==> config.mk <==
export PLATFORM = sky130hd
export DESIGN_NAME = tcb_gpio_irq
export DESIGN_NICKNAME = d
export VERILOG_FILES = /design/src/rtl/tcb_gpio_irq.sv
export SDC_FILE = /design/constraint.sdc
export NUM_CORES = 1
export LEC_CHECK = 0
export BUFFER_PORTS_ARGS = -buffer_cell sky130_fd_sc_hd__clkbuf_2
export CORE_MARGIN = 2
export CORE_UTILIZATION = 45
export DETAILED_ROUTE_END_ITERATION = 8
export HOLD_SLACK_MARGIN = 0.02
export PLACE_DENSITY = 0.76
export SYNTH_ARGS = -nofsm -noshare
export SYNTH_HDL_FRONTEND = slang
export SYNTH_SLANG_ARGS = --single-unit
==> constraint.sdc <==
create_clock -name clk -period 15.95 [get_ports clk]
set_input_delay 0.7975 -clock clk [delete_from_list [all_inputs] [get_ports clk]]
set_output_delay 0.7975 -clock clk [all_outputs]
set_load 0.005 [all_outputs]
==> src/rtl/tcb_gpio_irq.sv <==
// tcb_gpio_irq: GPIO controller on a TCB subordinate port.
//   Registers: OUT, OE, IN (synchronized pins), OUT_SET/CLR/TGL aliases,
//   IRQ_EN, RISE_EN, FALL_EN, and IRQ_STS (sticky, write-1-to-clear).
//   Read responses (tcb_rdt/tcb_err) are registered one cycle after transfer.
// Ports:
//   clk, rst        clock (rising edge), asynchronous active-high reset
//   tcb_vld/rdy     request handshake; rdy is always 1
//   tcb_wen         1 = write, 0 = read
//   tcb_adr         byte address; bits [1:0] ignored
//   tcb_ben/wdt     write byte enables / write data
//   tcb_rdt/err     registered read data / address error flag
//   gpio_o/e/i      pin outputs, output enables, asynchronous pin inputs
//   irq             registered level interrupt (any enabled sticky status bit)
module tcb_gpio_irq #(
  parameter int              GW          = 32,
  parameter int              CFG_CDC     = 2,
  parameter logic [GW-1:0]   CFG_RST_OUT = '0,
  parameter logic [GW-1:0]   CFG_RST_OE  = '0
) (
  input  logic          clk,
  input  logic          rst,
  input  logic          tcb_vld,
  output logic          tcb_rdy,
  input  logic          tcb_wen,
  input  logic [5:0]    tcb_adr,
  input  logic [3:0]    tcb_ben,
  input  logic [31:0]   tcb_wdt,
  output logic [31:0]   tcb_rdt,
  output logic          tcb_err,
  output logic [GW-1:0] gpio_o,
  output logic [GW-1:0] gpio_e,
  input  logic [GW-1:0] gpio_i,
  output logic          irq
);

  if (GW < 1 || GW > 32) begin : g_bad_gw
    $error("tcb_gpio_irq: GW must be in 1..32");
  end
  if (CFG_CDC < 0 || CFG_CDC > 4) begin : g_bad_cdc
    $error("tcb_gpio_irq: CFG_CDC must be in 0..4");
  end

  logic          xfer;
  logic [3:0]    word;
  logic          adr_err;
  logic          wr;
  logic [31:0]   bmask;
  logic [GW-1:0] wmask;
  logic [GW-1:0] wdat;
  logic [GW-1:0] w1c;

  logic [GW-1:0] out_q, oe_q, ien_q, ren_q, fen_q, sts_q;
  logic [GW-1:0] gpio_r, gpio_p;
  logic [GW-1:0] rise, fall;
  logic [GW-1:0] rd_val;
  logic [31:0]   rd_word;

  assign tcb_rdy = 1'b1;
  assign xfer    = tcb_vld & tcb_rdy;
  assign word    = tcb_adr[5:2];
  assign adr_err = (word >= 4'd10);
  assign wr      = xfer & tcb_wen & ~adr_err;

  assign bmask = {{8{tcb_ben[3]}}, {8{tcb_ben[2]}}, {8{tcb_ben[1]}}, {8{tcb_ben[0]}}};
  assign wmask = bmask[GW-1:0];
  assign wdat  = tcb_wdt[GW-1:0];
  assign w1c   = (wr && word == 4'd9) ? (wdat & wmask) : '0;

  // Bits the narrow builds never look at.
  logic unused;
  assign unused = &{1'b0, tcb_adr[1:0], tcb_wdt, bmask};

  function automatic logic [GW-1:0] merge(input logic [GW-1:0] old,
                                          input logic [GW-1:0] din,
                                          input logic [GW-1:0] m);
    return (old & ~m) | (din & m);
  endfunction

  always_ff @(posedge clk or posedge rst) begin
    if (rst) begin
      out_q <= CFG_RST_OUT;
      oe_q  <= CFG_RST_OE;
      ien_q <= '0;
      ren_q <= '0;
      fen_q <= '0;
    end else if (wr) begin
      case (word)
        4'd0: out_q <= merge(out_q, wdat, wmask);
        4'd1: oe_q  <= merge(oe_q, wdat, wmask);
        4'd3: out_q <= out_q | (wdat & wmask);
        4'd4: out_q <= out_q & ~(wdat & wmask);
        4'd5: out_q <= out_q ^ (wdat & wmask);
        4'd6: ien_q <= merge(ien_q, wdat, wmask);
        4'd7: ren_q <= merge(ren_q, wdat, wmask);
        4'd8: fen_q <= merge(fen_q, wdat, wmask);
        default: ;
      endcase
    end
  end

  assign gpio_o = out_q;
  assign gpio_e = oe_q;

  if (CFG_CDC == 0) begin : g_nosync
    assign gpio_r = gpio_i;
  end else begin : g_sync
    logic [GW-1:0] stg [CFG_CDC];
    always_ff @(posedge clk or posedge rst) begin
      if (rst) begin
        for (int i = 0; i < CFG_CDC; i++) stg[i] <= '0;
      end else begin
        stg[0] <= gpio_i;
        for (int i = 1; i < CFG_CDC; i++) stg[i] <= stg[i-1];
      end
    end
    assign gpio_r = stg[CFG_CDC-1];
  end

  assign rise = gpio_r & ~gpio_p & ren_q;
  assign fall = ~gpio_r & gpio_p & fen_q;

  // Events are ORed in after the clear, so an edge landing on the same
  // cycle as a W1C keeps the status bit set.
  always_ff @(posedge clk or posedge rst) begin
    if (rst) begin
      gpio_p <= '0;
      sts_q  <= '0;
      irq    <= 1'b0;
    end else begin
      gpio_p <= gpio_r;
      sts_q  <= (sts_q & ~w1c) | rise | fall;
      irq    <= |(sts_q & ien_q);
    end
  end

  always_comb begin
    rd_val = '0;
    case (word)
      4'd0: rd_val = out_q;
      4'd1: rd_val = oe_q;
      4'd2: rd_val = gpio_r;
      4'd6: rd_val = ien_q;
      4'd7: rd_val = ren_q;
      4'd8: rd_val = fen_q;
      4'd9: rd_val = sts_q;
      default: rd_val = '0;
    endcase
    rd_word = '0;
    rd_word[GW-1:0] = rd_val;
  end

  // Read data holds across writes and idle cycles; the error flag is a
  // one-cycle pulse after any out-of-range transfer.
  always_ff @(posedge clk or posedge rst) begin
    if (rst) begin
      tcb_rdt <= '0;
      tcb_err <= 1'b0;
    end else begin
      tcb_err <= xfer & adr_err;
      if (xfer && !tcb_wen) tcb_rdt <= adr_err ? '0 : rd_word;
    end
  end

endmodule

==> results of run 1 <==
## cells by family after synthesis
kind of cell	Yosys count	share of synthesized area (%)
XOR/XNOR	1	0.0621
AO/OA/AOI/OAI	308	17.5
AND/OR/NAND/NOR	208	7.84
adder cells (fa/ha/maj)	32	2.84
buffers and inverters	68	2.01
multiplexers	159	12.6
other	1	0.0266
flip-flops	322	57.1
## metal layers
metal  up-vias  part of all wire (%)
met1      5495                    40
met4         2                   4.6
met5         -                 0.033
met3       136                    11
li1       4594                     -
met2       622                    45
## critical path: stages
cell and delay, ns:
clkbuf_2 0.07, buf_4 0.55, nand2b_1 0.28, xnor2_2 0.53
buf_4 0.46, o211ai_1 0.49, a32o_1 0.37
## synth_stat cells (6+ instances only)
cell	number
a211oi_1	8
a221o_1	7
a221oi_1	9
a222oi_1	14
a22o_1	49
a22oi_1	46
a32o_1	33
buf_2	14
clkbuf_1	43
dfrtp_1	322
ha_1	32
mux2_1	7
mux2_2	143
mux2i_1	9
nand2_1	126
nand3b_1	32
nand4_1	12
nor2_1	6
nor2b_1	7
o211ai_1	44
o21ai_0	38
o21ai_1	10
o221ai_1	32
o2bb2ai_1	9
## power by group through the flow
stage | logic, mW | registers [mW] | clock network, mW
3_3_place_gp | 0.270 | 0.998 | 0
6_report | 0.283 | 0.992 | 0.797
5_1_grt | 0.311 | 1.00 | 0.841
2_1_floorplan | 0.169 | 0.978 | 0
4_1_cts | 0.283 | 0.989 | 0.805
3_5_place_dp | 0.280 | 1.00 | 0
## worst paths after layout
kind / endpoint / slack, ns / cells after the start
min: gpio_r[8] / 0.35 / 0
min in group asynchronous: g_sync.stg[44] / 0.40 / 2
max: gpio_o[14] / 12.75 / 7
min reg2reg: gpio_r[8] / 0.35 / 0
max in group asynchronous: asynchronous set/reset pin / 13.94 / 3
max reg2reg: irq / 14.29 / 3
## cell type report
class / instances / area share [%]
inverters: 4 / 0.136
flip-flops and latches: 322 / 48.8
repair buffers: 189 / 6.04
well taps: 396 / 3.00
clock inverters: 6 / 0.386
multi-input cells: 709 / 35.3
clock buffers: 53 / 6.39
==> impl_metrics.csv, run 1 <==
group,metric,value,unit
outcome,status,"completed",
place,dp_cells,1620,
worst_setup_path,start_kind,"primary input",
sta,timing.final.ws_setup,12.75,ns
cells_and_area,most-common-layout-cells,"dfrtp_1, clkbuf_2, mux2_2, nand2_1, a22o_1",
sta,max_clock_freq,0.312,GHz
sta,fin_skew,0.0109,ns
yosys,synth_enable_flop_cells,0,
yosys,synth_area_leaders,"dfrtp_1, mux2_2, nand2_1",
cells_and_area,multi_input_area,5830,um2
global_routing,met2_usage,40.0,%
global_routing,grt_start_max_net_pins,196,
detailed_routing,drc_errors,0,
sta,finalSetupTns,0,ns
cells_and_area,fillerInstances,2622,
place,place_hpwl,28000,um
global_routing,first_global_vias,11000,
cells_and_area,regArea,8060,um2
place,gp_congestion,0.908,
cts,cts_root_buffer,"clkbuf_16",
worst_setup_path,cp_data_required_time,16.34,ns
power,p_comb_share,13.6,%
cts,cts-resized-gates,0,
yosys,synth.distinct_cells,47,
yosys,synth_top_cell_area_share,57.1,%
detailed_routing,first_iter_violations,1209,
power,ir_drop,84.5,uV
global_routing,overflow,0,
cts,clk_latency,0.51,ns
worst_setup_path,crit_path_end_kind,"flop",
detailed_routing,drt-pass1-iter-count,6,
place,port-buffer-count,173,
die,die-area,32800,um2
sta,period_needed,3.20,ns
place,dp_slack,12.28,ns
detailed_routing,ant_nets,0,
cts,clk_pin_slew,0.06,ns
cts,cts_buffer_depth,3,
power,p_sw,0.558,mW
global_routing,top_usage_layer,"met2",
cts,cts_buffers,36,
detailed_routing,via_count,10800,
global_routing,grt_usage,26.3,%
cts,cts_tree,"yes",
yosys,async_flop_share,100,%
yosys,synthFlopType,"dfrtp_1",
cells_and_area,fin_area,16500,um2
die,die_y,181,um
cells_and_area,postLayoutCoreUtil,53.7,%
worst_setup_path,cp-startpoint,"tcb_adr[2]",
min_path,min-delay-start,"g_sync.stg[40]",
die,coreArea,30700,um2
die,num_rows,64,
yosys,synth_area,14100,um2
global_routing,grt_pass1_wl,66000,um
power,power.total,2.07,mW
sta,timing.hold.ws,0.345,ns
yosys,yosysTopAreaCell,"dfrtp_1",
sta,min_period_over_period,20.1,%
yosys,synthCells,1099,
job,max_cap_viol_count,0,
cts,post-cts-setup-buffer-count,0,
cells_and_area,final_common_cell,"dfrtp_1",
worst_setup_path,worstPathMaxFanout,41,
power,intPower,1.51,mW
worst_setup_path,criticalPathCategory,"primary input to flop",
yosys,syn_area_per_cell,12.8,um2
cells_and_area,fin_cells,1679,
yosys,ys.warnings.count,0,
cells_and_area,layout-drive-gt1-share,31.4,%
sta,setup_viol,0,
global_routing,grt.met3_usage,7.30,%
cts,htreeDepth,2,
min_path,min_path_type,"flop to flop",
yosys,yosys_register_bits,322,
power,clockPowerShare,38.5,%
power,leakage,7.34,nW
yosys,seq_area_frac_synth,57.1,%
worst_setup_path,cp.arrival,3.60,ns
detailed_routing,wl_per_cell,25.6,um
die,pin_count,177,
sta,rsz0062_at_grt,"no",
power,p_seq_share,47.9,%
cells_and_area,fin_nets,1372,
die,die_x,181,um
cts,cts.hold.buffers_added,0,
cells_and_area,area_delta_synth_final,17.2,%
sta,slew-limit-headroom,19.9,%
worst_setup_path,reg2reg_from,"sts_q[28]",
place,placed_area,15400,um2
sta,final-max-slew-violation-count,0,
sta,hold_viol_final,0,
detailed_routing,via_per_inst,6.46,
sta,worstMarginPinSlew,1.20,ns
power,swShare,26.9,%
cells_and_area,antenna_cells,0,
yosys,syn_nets,1209,
power,power.density,125,nW/um2
die,start_util,45.9,%
global_routing,met1_usage,35.2,%
detailed_routing,routed_wl,43100,um
global_routing,antenna_found_initial,1,
cts,clock_sinks,322,
(Power assumes the default switching activity.)
==> run 2: changes to the inputs <==
- clock period: 15.95 -> 3.35 ns (I/O delays scaled with it)
==> run 2 against run 1 <==
Against the previous run:
- total power increased to 4.9 times the previous value
- combinational power increased to 5.1 times the previous value
- worst setup slack got worse by 12 ns
- first-iteration DRC count fell by 1.5%
- global-route usage up 0.43 points
- clock skew is 0.013 ns higher
- non-clock buffer count grew 90
- largest power group unchanged
- hold slack worse by 0.14 ns
- final cell count is 5.7% higher
- cell area increased by 5.5%
- sequential power grew to 4.8 times the previous value
- routed wire length grew 1.8%
==> impl_metrics.csv, run 2 (same netlist as run 1, synthesis figures left out) <==
group,metric,value,unit
outcome,status,"completed",
sta,max_clock_freq,0.441,GHz
die,start_util,45.9,%
cells_and_area,final_common_cell,"dfrtp_1",
cells_and_area,multi_input_area,5820,um2
global_routing,overflow,0,
sta,min_period_over_period,67.7,%
place,port-buffer-count,173,
cts,cts_buffers,36,
job,max_cap_viol_count,0,
cts,cts_tree,"yes",
power,leakage,7.76,nW
sta,worstMarginPinSlew,0.968,ns
cells_and_area,fin_nets,1462,
die,die-area,32800,um2
worst_setup_path,r2r_cells,3,
detailed_routing,routed_wl,43800,um
sta,timing.final.ws_setup,1.08,ns
cells_and_area,most-common-layout-cells,"dfrtp_1, clkbuf_2, mux2_2, nand2_1, dlygate4sd3_1",
cts,post-cts-setup-buffer-count,0,
min_path,min_path_type,"primary input to flop",
cts,clk_pin_slew,0.06,ns
power,p_sw,2.74,mW
worst_setup_path,criticalPathCategory,"primary input to flop",
sta,finalSetupTns,0,ns
global_routing,antenna_found_initial,0,
power,clockPowerShare,39.0,%
sta,setup_viol,0,
power,intPower,7.37,mW
sta,period_needed,2.27,ns
die,die_x,181,um
cells_and_area,area_delta_synth_final,23.7,%
cells_and_area,antenna_cells,0,
cts,htreeDepth,2,
cts,cts-resized-gates,0,
detailed_routing,drt-pass1-iter-count,9,
die,num_rows,64,
cts,cts_root_buffer,"clkbuf_16",
worst_setup_path,rrSetupSlack,1.64,ns
worst_setup_path,start_kind,"primary input",
worst_setup_path,worstPathMaxFanout,8,
global_routing,first_global_vias,11400,
worst_setup_path,cp.arrival,2.67,ns
sta,hold_viol_final,0,
cts,cts_buffer_depth,3,
detailed_routing,via_per_inst,6.39,
die,pin_count,177,
cts,cts.hold.buffers_added,66,
cells_and_area,fillerInstances,2543,
worst_setup_path,crit_path_end_kind,"flop",
detailed_routing,drc_errors,0,
detailed_routing,wl_per_cell,24.7,um
power,power.density,579,nW/um2
detailed_routing,ant_nets,0,
sta,fin_skew,0.0234,ns
power,p_seq_share,46.8,%
cells_and_area,layout-drive-gt1-share,30.9,%
power,ir_drop,432,uV
place,place_hpwl,29100,um
global_routing,grt_usage,26.7,%
cells_and_area,fin_area,17400,um2
cts,clk_latency,0.53,ns
cells_and_area,regArea,8060,um2
place,gp_congestion,0.922,
worst_setup_path,cp_data_required_time,3.75,ns
cts,clock_sinks,322,
sta,final-max-slew-violation-count,0,
global_routing,grt_start_max_net_pins,95,
power,p_comb_share,14.2,%
die,die_y,181,um
power,power.total,10.1,mW
global_routing,grt_pass1_wl,67600,um
sta,slew-limit-headroom,35.2,%
place,dp_slack,0.788,ns
cells_and_area,postLayoutCoreUtil,56.7,%
place,placed_area,15600,um2
detailed_routing,via_count,11400,
sta,rsz0062_at_grt,"no",
detailed_routing,first_iter_violations,1191,
min_path,whs_path_depth,5,
power,swShare,27.1,%
die,coreArea,30700,um2
-- run 2: metrics by stage --
stage	hold WS, ns	cells
5_1_grt	0.222	1775
3_5_place_dp	0.248	1644
3_3_place_gp	0.243	1644
2_1_floorplan	0.199	1099
6_report	0.203	1775
4_1_cts	0.185	1775
-- run 2: path summary, 6_finish.rpt --
| check | startpoint | to |
|---|---|---|
| max reg2reg | sts_q[14] | irq |
| max in group asynchronous | rst | asynchronous set/reset pin |
| min | tcb_wen | tcb_rdt[19] |
| min in group asynchronous | rst | gpio_p[8] |
| max | tcb_vld | flop |
| min reg2reg | g_sync.stg[39] | gpio_r[7] |
-- run 2: metal layers --
| layer | GRT usage (%) | vias up | routed length, um |
|---|---|---|---|
| li1 | - | 4775 | - |
| met1 | 36.3 | 5746 | 17200 |
| met2 | 41.6 | 697 | 19800 |
| met3 | 5.48 | 133 | 4710 |
| met4 | 12.3 | 0 | 2090 |
| met5 | 0 | - | 0 |
-- run 2: worst max-delay path, cell delays in order --
cell and delay [ns]:
dlygate4sd3_1 0.54, clkbuf_2 0.15, nand2_1 0.21, nor4_2 0.59, nand2_1 0.57, mux2_2 0.44
-- run 2: layout make-up --
type	count	area share, %
Sequential cell	322	46.2
Multi-Input combinational cell	709	33.4
Timing Repair Buffer	279	10.8
Clock buffer	56	6.06
Tap cell	396	2.84
Clock inverter	9	0.660
Inverter	4	0.108
-- run 2: power by group through the flow --
stage | Clock, mW | Sequential, mW | Combinational (mW)
after detailed placement | 0 | 4.78 | 1.35
final | 3.94 | 4.73 | 1.44
after floorplan | 0 | 4.66 | 0.804
after CTS | 3.98 | 4.71 | 1.43
after global routing | 4.14 | 4.77 | 1.57
after global placement | 0 | 4.76 | 1.30
